===== src/rtl/xa_bf_pkg.sv =====
// Shared types and constants for the BF output framer.
// The XA_BF_OUT_HDR_EN macro adds the header state and helper.
package xa_bf_pkg;

  localparam int DATA_W = 32;
  localparam int FT_W   = 5;
  localparam int PAD_W  = 20;
  localparam int CNT_W  = 16;

  localparam logic [7:0] HDR_SYNC = 8'hA5;

  typedef enum logic [2:0] {
    S_IDLE = 3'd0,
`ifdef XA_BF_OUT_HDR_EN
    S_HDR  = 3'd1,
`endif
    S_DATA = 3'd2,
    S_PAD  = 3'd3,
    S_END  = 3'd4,
    S_DONE = 3'd5
  } state_t;

`ifdef XA_BF_OUT_HDR_EN
  function automatic logic [DATA_W-1:0] hdr_word(input logic [FT_W-1:0] ft,
                                                 input logic [CNT_W-1:0] n);
    return {HDR_SYNC, 3'b000, ft, n};
  endfunction
`endif

endpackage


===== src/rtl/xa_bf_out_frm_if.sv =====
// Valid/ready stream bundle used for both the input and output sides of the framer.
interface xa_bf_out_frm_if;
  import xa_bf_pkg::*;

  logic [DATA_W-1:0] data;
  logic              valid;
  logic              ready;
  logic              last;

  modport master (output data, output valid, output last, input ready);
  modport slave  (input data, input valid, input last, output ready);
endinterface


===== src/rtl/xa_bf_beat_cnt.sv =====
// Loadable saturating down-counter; term is high while the count sits at zero,
// which marks the beat currently offered as the final one of its phase.
module xa_bf_beat_cnt #(
  parameter int W = 16
) (
  input  logic         clk,
  input  logic         srst,
  input  logic         load,
  input  logic [W-1:0] load_val,
  input  logic         dec,
  output logic         term
);

  logic [W-1:0] cnt_q;
  logic [W-1:0] cnt_d;

  always_comb begin
    cnt_d = cnt_q;
    if (load) begin
      cnt_d = load_val;
    end else if (dec && (cnt_q != '0)) begin
      cnt_d = cnt_q - 1'b1;
    end
  end

  always_ff @(posedge clk) begin
    if (srst) begin
      cnt_q <= '0;
    end else begin
      cnt_q <= cnt_d;
    end
  end

  assign term = (cnt_q == '0);

endmodule


===== src/rtl/xa_bf_out_frm.sv =====
// Frames BF calculation results: [header] + data + [padding] + [end code].
// Header word is built only when XA_BF_OUT_HDR_EN is defined.
module xa_bf_out_frm
  import xa_bf_pkg::*;
#(
  parameter logic [15:0] P_data_num = 16'd1024,
  parameter logic [31:0] P_pad_data = 32'h0000_0000,
  parameter logic [31:0] P_end_code = 32'hFFFF_FFFF
) (
  input  logic             i_clk156m,
  input  logic             i_srst,
  input  logic             i_calc_start,
  input  logic [FT_W-1:0]  i_frame_time,
  input  logic [PAD_W-1:0] i_pad_size,
  input  logic             i_end_ins,
  xa_bf_out_frm_if.slave   din_if,
  xa_bf_out_frm_if.master  dout_if,
  output logic             o_sp_end,
  output logic             o_busy,
  output logic             o_err_ovl
);

  state_t state_q, state_d;
  logic   pad_nz_q, pad_nz_d;
  logic   end_ins_q, end_ins_d;
  logic   err_ovl_q, err_ovl_d;
  logic   cnt_load, data_dec, pad_dec;
  logic   data_term, pad_term;

`ifdef XA_BF_OUT_HDR_EN
  logic [FT_W-1:0] ft_q, ft_d;
  logic            hdr_first_q, hdr_first_d;
  logic [FT_W-1:0] ft_cur;
`else
  logic unused_frame_time;
  assign unused_frame_time = ^i_frame_time;
`endif

  xa_bf_beat_cnt #(.W(CNT_W)) u_data_cnt (
    .clk      (i_clk156m),
    .srst     (i_srst),
    .load     (cnt_load),
    .load_val (P_data_num - 16'd1),
    .dec      (data_dec),
    .term     (data_term)
  );

  xa_bf_beat_cnt #(.W(PAD_W)) u_pad_cnt (
    .clk      (i_clk156m),
    .srst     (i_srst),
    .load     (cnt_load),
    .load_val ((i_pad_size != '0) ? (i_pad_size - 20'd1) : '0),
    .dec      (pad_dec),
    .term     (pad_term)
  );

  always_comb begin
    state_d       = state_q;
    pad_nz_d      = pad_nz_q;
    end_ins_d     = end_ins_q;
    err_ovl_d     = err_ovl_q | (i_calc_start && (state_q != S_IDLE));
    cnt_load      = 1'b0;
    data_dec      = 1'b0;
    pad_dec       = 1'b0;
    dout_if.data  = '0;
    dout_if.valid = 1'b0;
    dout_if.last  = 1'b0;
    din_if.ready  = 1'b0;
`ifdef XA_BF_OUT_HDR_EN
    ft_d          = ft_q;
    hdr_first_d   = hdr_first_q;
    // frame_time only becomes valid in the first header cycle, so it is used live once then held
    ft_cur        = hdr_first_q ? i_frame_time : ft_q;
`endif

    case (state_q)
      S_IDLE: begin
        if (i_calc_start) begin
          pad_nz_d  = (i_pad_size != '0);
          end_ins_d = i_end_ins;
          cnt_load  = 1'b1;
`ifdef XA_BF_OUT_HDR_EN
          hdr_first_d = 1'b1;
          state_d     = S_HDR;
`else
          state_d     = S_DATA;
`endif
        end
      end
`ifdef XA_BF_OUT_HDR_EN
      S_HDR: begin
        dout_if.data  = hdr_word(ft_cur, P_data_num);
        dout_if.valid = 1'b1;
        ft_d          = ft_cur;
        hdr_first_d   = 1'b0;
        if (dout_if.ready) begin
          state_d = S_DATA;
        end
      end
`endif
      S_DATA: begin
        dout_if.data  = din_if.data;
        dout_if.valid = din_if.valid;
        din_if.ready  = dout_if.ready;
        dout_if.last  = din_if.valid && data_term && !pad_nz_q && !end_ins_q;
        if (din_if.valid && dout_if.ready) begin
          data_dec = 1'b1;
          if (data_term) begin
            state_d = pad_nz_q ? S_PAD : (end_ins_q ? S_END : S_DONE);
          end
        end
      end
      S_PAD: begin
        dout_if.data  = P_pad_data;
        dout_if.valid = 1'b1;
        dout_if.last  = pad_term && !end_ins_q;
        if (dout_if.ready) begin
          pad_dec = 1'b1;
          if (pad_term) begin
            state_d = end_ins_q ? S_END : S_DONE;
          end
        end
      end
      S_END: begin
        dout_if.data  = P_end_code;
        dout_if.valid = 1'b1;
        dout_if.last  = 1'b1;
        if (dout_if.ready) begin
          state_d = S_DONE;
        end
      end
      S_DONE: begin
        state_d = S_IDLE;
      end
      default: begin
        state_d = S_IDLE;
      end
    endcase
  end

  always_ff @(posedge i_clk156m) begin
    if (i_srst) begin
      state_q     <= S_IDLE;
      pad_nz_q    <= 1'b0;
      end_ins_q   <= 1'b0;
      err_ovl_q   <= 1'b0;
`ifdef XA_BF_OUT_HDR_EN
      ft_q        <= '0;
      hdr_first_q <= 1'b0;
`endif
    end else begin
      state_q     <= state_d;
      pad_nz_q    <= pad_nz_d;
      end_ins_q   <= end_ins_d;
      err_ovl_q   <= err_ovl_d;
`ifdef XA_BF_OUT_HDR_EN
      ft_q        <= ft_d;
      hdr_first_q <= hdr_first_d;
`endif
    end
  end

  assign o_sp_end  = (state_q == S_DONE);
  assign o_busy    = (state_q != S_IDLE);
  assign o_err_ovl = err_ovl_q;

endmodule


===== src/flat_wrapper.sv =====
// flat-port wrapper written by rule: the top's interface ports become plain ports
module xa_bf_out_frm_flat import xa_bf_pkg::*;
#(
  parameter logic [15:0] P_data_num = 16'd1024,
  parameter logic [31:0] P_pad_data = 32'h0000_0000,
  parameter logic [31:0] P_end_code = 32'hFFFF_FFFF
)
  (i_clk156m, i_srst, i_calc_start, i_frame_time, i_pad_size, i_end_ins, o_sp_end, o_busy, o_err_ovl, din_if_data, din_if_valid, din_if_last, din_if_ready, dout_if_data, dout_if_valid, dout_if_last, dout_if_ready);
  xa_bf_out_frm_if din_if_i ();
  xa_bf_out_frm_if dout_if_i ();
  input  logic i_clk156m;
  input  logic i_srst;
  input  logic i_calc_start;
  input  logic [FT_W-1:0] i_frame_time;
  input  logic [PAD_W-1:0] i_pad_size;
  input  logic i_end_ins;
  output logic o_sp_end;
  output logic o_busy;
  output logic o_err_ovl;
  input wire logic [$bits(din_if_i.data)-1:0] din_if_data;
  input wire logic [$bits(din_if_i.valid)-1:0] din_if_valid;
  input wire logic [$bits(din_if_i.last)-1:0] din_if_last;
  output wire logic [$bits(din_if_i.ready)-1:0] din_if_ready;
  output wire logic [$bits(dout_if_i.data)-1:0] dout_if_data;
  output wire logic [$bits(dout_if_i.valid)-1:0] dout_if_valid;
  output wire logic [$bits(dout_if_i.last)-1:0] dout_if_last;
  input wire logic [$bits(dout_if_i.ready)-1:0] dout_if_ready;
  assign din_if_i.data = din_if_data;
  assign din_if_i.valid = din_if_valid;
  assign din_if_i.last = din_if_last;
  assign din_if_ready = din_if_i.ready;
  assign dout_if_data = dout_if_i.data;
  assign dout_if_valid = dout_if_i.valid;
  assign dout_if_last = dout_if_i.last;
  assign dout_if_i.ready = dout_if_ready;
  xa_bf_out_frm #(.P_data_num(P_data_num), .P_pad_data(P_pad_data), .P_end_code(P_end_code)) u_core (.i_clk156m(i_clk156m), .i_srst(i_srst), .i_calc_start(i_calc_start), .i_frame_time(i_frame_time), .i_pad_size(i_pad_size), .i_end_ins(i_end_ins), .din_if(din_if_i), .dout_if(dout_if_i), .o_sp_end(o_sp_end), .o_busy(o_busy), .o_err_ovl(o_err_ovl));
endmodule

===== config.mk =====
export PLATFORM = sky130hd
export DESIGN_NAME = xa_bf_out_frm_flat
export DESIGN_NICKNAME = d
export VERILOG_FILES = /design/src/rtl/xa_bf_pkg.sv /design/src/rtl/xa_bf_out_frm_if.sv /design/src/rtl/xa_bf_beat_cnt.sv /design/src/rtl/xa_bf_out_frm.sv /design/src/flat_wrapper.sv
export SDC_FILE = /design/constraint.sdc
export NUM_CORES = 1
export LEC_CHECK = 0
export BUFFER_PORTS_ARGS = -buffer_cell sky130_fd_sc_hd__clkbuf_2
export CAP_MARGIN = 15
export CORE_ASPECT_RATIO = 0.75
export CORE_MARGIN = 1
export CORE_UTILIZATION = 40
export CTS_BUF_LIST = sky130_fd_sc_hd__clkbuf_4
export DETAILED_ROUTE_END_ITERATION = 10
export GPL_TIMING_DRIVEN = 1
export PLACE_DENSITY = 0.73
export SYNTH_ARGS = -nofsm -noshare
export SYNTH_HDL_FRONTEND = slang
export SYNTH_SLANG_ARGS = --single-unit

===== constraint.sdc =====
create_clock -name i_clk156m -period 5.3 [get_ports i_clk156m]
set_input_delay 1.06 -clock i_clk156m [delete_from_list [all_inputs] [get_ports i_clk156m]]
set_output_delay 1.06 -clock i_clk156m [all_outputs]
set_load 0.02 [all_outputs]

==> results of run 1 <==
## worst max path at each step
| stage | startpoint | endpoint | cells after the start |
|---|---|---|---|
| after floorplan | u_core.u_pad_cnt.cnt_q[9] | dout_if_last | 6 |
| after global placement | i_pad_size[16] | u_core.u_pad_cnt.cnt_q[13] | 6 |
| after detailed placement | u_core.u_pad_cnt.cnt_q[9] | dout_if_last | 5 |
| after CTS | u_core.u_pad_cnt.cnt_q[9] | dout_if_last | 5 |
| after global routing | u_core.u_pad_cnt.cnt_q[9] | dout_if_last | 5 |
| final | u_core.u_pad_cnt.cnt_q[9] | dout_if_last | 5 |
## power by group through the flow
stage	logic [W]	registers (W)	clock network [W]
2_1_floorplan	0.000552	0.000430	0
3_3_place_gp	0.000710	0.000447	0
3_5_place_dp	0.000729	0.000451	0
4_1_cts	0.000731	0.000444	0.000158
5_1_grt	0.000815	0.000457	0.000171
6_report	0.000733	0.000447	0.000152
## per-stage QoR
step | setup slack (ps) | utilization (%) | total power [W]
5_1_grt | 1230 | 48.9 | 0.00144
3_3_place_gp | 2000 | 48.2 | 0.00116
4_1_cts | 1540 | 48.9 | 0.00133
6_report | 1550 | 48.9 | 0.00133
3_5_place_dp | 1950 | 48.2 | 0.00118
2_1_floorplan | 1920 | - | 0.000981
## kinds of logic after synthesis
family | share of synthesized area (%)
simple gates | 36.1
compound gates | 21.7
flops | 27.8
buf+inv | 4.55
xor+xnor | 7.23
fa+ha+maj | 1.65
mux | 0.992
## sequential cells by signal, indices dropped and copies added, names as in the netlist
register	flops
u_core.pad_nz_q	1
u_core.o_err_ovl	1
u_core.u_pad_cnt.cnt_q	20
u_core.end_ins_q	1
u_core.state_q	3
u_core.u_data_cnt.cnt_q	16
## metal layers
layer	wire, µm	share of wire (%)	vias to the layer above	GRT usage [%]
li1	-	-	1699	-
met1	3800	45	1567	27.7
met2	3850	46	149	35.6
met3	620	7.4	16	3.42
met4	124	1.5	0	7.00
met5	0	0	-	0
## worst reg2reg max path, stage by stage, from the launching register on
cell,delay (ps)
dfxtp_1,490
nor3_1,350
nand2_1,610
a311o_1,710
a21o_1,210
o211ai_1,80
## cell type report
type                       count  area share (%)
multi-input combinational    338            57.2
tap                          101            3.53
clock inverter                 3           0.314
timing repair buffer          95            13.3
inverter                      11            1.15
clock buffer                   5            1.05
sequential                    42            23.5
## Yosys cell counts (3+ instances only)
library cell  instances
nand4_1               7
mux2i_1               3
nor2b_1               5
nand4b_1              4
inv_1                11
and2_1                5
dfxtp_1              42
a31oi_1               5
o21a_1                3
nand2b_1              3
nor2_1               24
clkbuf_1             18
xor2_1                4
o22ai_1               7
buf_2                 4
nand3_1              17
a311oi_1              3
nor3_1               19
or4_1                 5
a311o_1               3
nor4_1               13
nand2_1              75
xnor2_1              21
and3_1                3
a21oi_1              25
o21ai_0               7
a21o_1                3
a211oi_1             19
o41ai_1               3
or3_1                11
o311ai_0              3
o31ai_1               7
ha_1                  4
==> reports/summary.txt, run 1 <==
number of buffers added on ports -> 95
Initial Utilization -> 41.3%
fin crit share -> 70.8%
Area Overhead vs Synth -> 18.4%
WL per Instance -> 14.1 µm
total gr overflow -> 0
Design Area, Final -> 3580 µm²
vias in the first global route -> 3046
FILL cells -> 763
Placed Instances -> 587
setup TNS -> 0 ps
critical-path cell list -> nor3_1, and4b_1, nand3_1, o311ai_0, clkbuf_2
HP Class -> reg2reg
synth top area cells -> dfxtp_1, nand2_1, xnor2_1, a211oi_1, a21oi_1
CP max stage cell -> and4b_1
hold path cells -> 2
Worst-Margin Slew -> 1120 ps
Post-synth ARST share -> 0%
r2r startpoint -> u_core.state_q[0]
post-synth cell types -> 56
clk_lat worst skew -> 350 ps
HPWL after DPL -> 6380 µm
# setup viols final -> 0
Vias/cell -> 5.77
post-route insts no fill -> 595
Critical Path Fanout Max -> 16
CTS Buffer Depth -> 2
Resized Gates After CTS -> 0
initial antenna violation count -> 0
Placed Area -> 3540 µm²
final hold vios -> 0
CTS tree -> done
first-pass GRT wire length -> 13700 µm
core area -> 7330 µm²
outcome -> completed
WL final -> 8400 µm
Slew Limit Headroom -> 25.3%
Post-Syn Area -> 3030 µm²
Die X -> 102 µm
fin nets -> 561
syn_area_per_cell -> 7.31 µm²
Worst Hold Launch -> u_core.o_err_ovl
family with the most delay on the worst path -> simple AND/OR/NAND/NOR gates
htree depth -> 2
post-synthesis cell count -> 414
Reg2Reg Depth -> 5
post-CTS setup buffers -> 0
clock root cell -> clkbuf_4
Psw -> 0.000648 W
power share of the combinational group -> 55.0%
post-route minimum period -> 3750 ps
Worst Skew -> 6.62 ps
Cell Rows -> 27
area of the die -> 7930 µm²
data arrival time of the critical path -> 2690 ps
EDFF count, synth -> 0
Worst Setup End Kind -> primary output
Worst Path Buf+Inv -> 1
power density over cell area -> 372 nW/µm²
largest net degree at the start of global routing -> 36
sw frac -> 48.7%
Clk pwr share -> 11.4%
Crit Reg-Reg Endpoint -> u_core.u_pad_cnt.cnt_q[19]
critical path class -> reg2out
GRT Util Overall -> 21.3%
vias -> 3431
Die H -> 77.3 µm
Highest Clock Rate -> 0.266 GHz
Synth area leader -> dfxtp_1
post-route ant nets -> 0
hold endpoint -> u_core.o_err_ovl
FF/Latch Area -> 841 µm²
max-slew violations -> 0
most frequent cells in the layout -> clkbuf_2, nand2_1, dfxtp_1, a21oi_1, nor2_1
Reg power frac -> 33.5%
drt pass-1 iters -> 4
ys flop type -> dfxtp_1
WP data required -> 4240 ps
Max VDD drop -> 147 µV
Antenna Cells -> 0
area occupied by multi-input gates -> 2050 µm²
internal power -> 0.000684 W
drt initial violations -> 292
crit-path max cell delay -> 660 ps
max_cap viols -> 0
CTS Buf Count -> 5
total number of yosys warnings -> 0
fraction of layout cells with a size suffix above 1 -> 22.7%
# hold bufs at CTS -> 0
RSZ-0062 raised after global routing -> no
flop-to-flop setup slack -> 2780 ps
most common cell after layout, fill and taps aside -> clkbuf_2
flops & latches, synth -> 42
Mapped Nets -> 482
Seq/Total Area, Yosys -> 27.8%
clk slew on worst S/H paths -> 130 ps
area share of the largest cell type after synthesis -> 27.8%
Ports -> 102
GP Congestion -> 0.839
# DRC -> 0
TritonCTS Sinks -> 42
Pleak -> 1.55 nW
Startpoint Class -> flip-flop
hold slack -> 482 ps
No activity file was read; power rests on OpenSTA's default activity.
==> run 2: changes to the inputs <==
--- a/config.mk
+++ b/config.mk
@@ -13,7 +13,7 @@
 export CTS_BUF_LIST = sky130_fd_sc_hd__clkbuf_4
 export DETAILED_ROUTE_END_ITERATION = 10
 export GPL_TIMING_DRIVEN = 1
-export PLACE_DENSITY = 0.73
+export PLACE_DENSITY = 0.75
 export SYNTH_ARGS = -nofsm -noshare
 export SYNTH_HDL_FRONTEND = slang
 export SYNTH_SLANG_ARGS = --single-unit
==> constraint.sdc (replaced) <==
create_clock -name i_clk156m -period 3.45 [get_ports i_clk156m]
set_input_delay 0.69 -clock i_clk156m [delete_from_list [all_inputs] [get_ports i_clk156m]]
set_output_delay 0.69 -clock i_clk156m [all_outputs]
set_load 0.02 [all_outputs]
==> reports/summary.txt, run 2 (synthesized netlist as in run 1, its figures left out) <==
htree depth -> 2
CTS Buffer Depth -> 2
Worst Skew -> 14.4 ps
sw frac -> 47.6%
outcome -> completed
Vias/cell -> 5.54
Top reg by flops -> u_core.u_pad_cnt.cnt_q
RSZ-0062 raised after global routing -> no
total gr overflow -> 0
post-route minimum period -> 3040 ps
HPWL after DPL -> 6200 µm
WP data required -> 2760 ps
Die X -> 102 µm
critical path class -> reg2out
# hold bufs at CTS -> 0
Slew Limit Headroom -> 47.4%
TritonCTS Sinks -> 42
post-CTS setup buffers -> 0
Clk pwr share -> 11.6%
vias -> 3336
max_cap viols -> 0
Pleak -> 1.59 nW
first-pass GRT wire length -> 13000 µm
power density over cell area -> 572 nW/µm²
area of the die -> 7930 µm²
# DRC -> 0
post-route ant nets -> 0
Highest Clock Rate -> 0.329 GHz
FILL cells -> 718
WL per Instance -> 13.5 µm
clk_lat worst skew -> 360 ps
Max VDD drop -> 280 µV
fraction of layout cells with a size suffix above 1 -> 24.2%
Psw -> 0.000992 W
max-slew violations -> 0
final hold vios -> 0
initial antenna violation count -> 0
number of buffers added on ports -> 95
Initial Utilization -> 41.3%
Reg power frac -> 32.8%
Startpoint Class -> flip-flop
WL final -> 8100 µm
CTS Buf Count -> 5
# setup viols final -> 0
Critical Path Fanout Max -> 11
Top Registers -> u_core.u_pad_cnt.cnt_q: 20 flops, u_core.u_data_cnt.cnt_q: 16 flops, u_core.state_q: 3 flops
most frequent cells in the layout -> clkbuf_2, nand2_1, dfxtp_1, a21oi_1, nor2_1
Resized Gates After CTS -> 0
Ports -> 102
Worst Setup End Kind -> primary output
clock root cell -> clkbuf_4
hold slack -> 482 ps
Cell Rows -> 27
drt pass-1 iters -> 5
power share of the combinational group -> 55.5%
fin nets -> 568
setup TNS -> 0 ps
GP Congestion -> 0.857
core area -> 7330 µm²
clk slew on worst S/H paths -> 130 ps
vias in the first global route -> 2853
largest net degree at the start of global routing -> 36
Antenna Cells -> 0
HP Class -> reg2reg
Worst-Margin Slew -> 779 ps
fin crit share -> 88.1%
Die H -> 77.3 µm
max reg flops -> 20
GRT Util Overall -> 20.4%
data arrival time of the critical path -> 2350 ps
Area Overhead vs Synth -> 20.3%
internal power -> 0.00109 W
CTS tree -> done
most common cell after layout, fill and taps aside -> clkbuf_2
drt initial violations -> 147
## run 2: cell type report
type / count / area [µm²] / share of cell area [%]
Timing Repair Buffer: 102 / 528 / 14.5
Clock buffer: 6 / 45.0 / 1.24
Inverter: 11 / 41.3 / 1.13
Multi-Input combinational cell: 338 / 2050 / 56.3
Sequential cell: 42 / 841 / 23.1
Tap cell: 101 / 126 / 3.47
Clock inverter: 2 / 8.76 / 0.240
## run 2: final timing paths
check	startpoint	end	slack, ps	cells past startpoint
setup / recovery	u_core.u_pad_cnt.cnt_q[5]	dout_if_last	410	6
hold / removal	u_core.o_err_ovl	u_core.o_err_ovl	480	2
setup reg to reg	u_core.state_q[0]	u_core.u_pad_cnt.cnt_q[14]	1020	5
hold reg to reg	u_core.o_err_ovl	u_core.o_err_ovl	480	2
## run 2: routing by layer
metal	share of wire, %	global-route usage (%)	wire length [µm]	up-vias
li1	-	-	-	1718
met1	47	26.5	3830	1485
met2	45	34.3	3650	125
met3	6.8	3.78	554	8
met4	0.91	5.14	74	0
met5	0	0	0	-
## run 2: worst max-delay path, cell delays in order, from the launching register on
cell,delay [ps]
dfxtp_1,380
nor4_2,490
and3_1,230
buf_4,170
nand3_1,110
o311ai_0,370
clkbuf_2,240
## run 2: per-stage QoR
step	total power, W	setup slack (ps)	utilization, %	cell area, µm²	std cells
6_report	0.00208	409	49.7	3640	602
5_1_grt	0.00226	182	49.7	3640	602
4_1_cts	0.00209	419	49.7	3640	602
3_5_place_dp	0.00184	808	49.0	3590	594
3_3_place_gp	0.00182	832	49.0	3590	594
2_1_floorplan	0.00151	437	-	3030	414
## run 2: power groups by stage
stage                     Sequential, W  Combinational (W)  Clock, W
after floorplan                0.000660           0.000847         0
after global placement         0.000686            0.00113         0
after detailed placement       0.000691            0.00115         0
after CTS                      0.000681            0.00116  0.000249
after global routing           0.000703            0.00128  0.000275
final                          0.000684            0.00116  0.000243
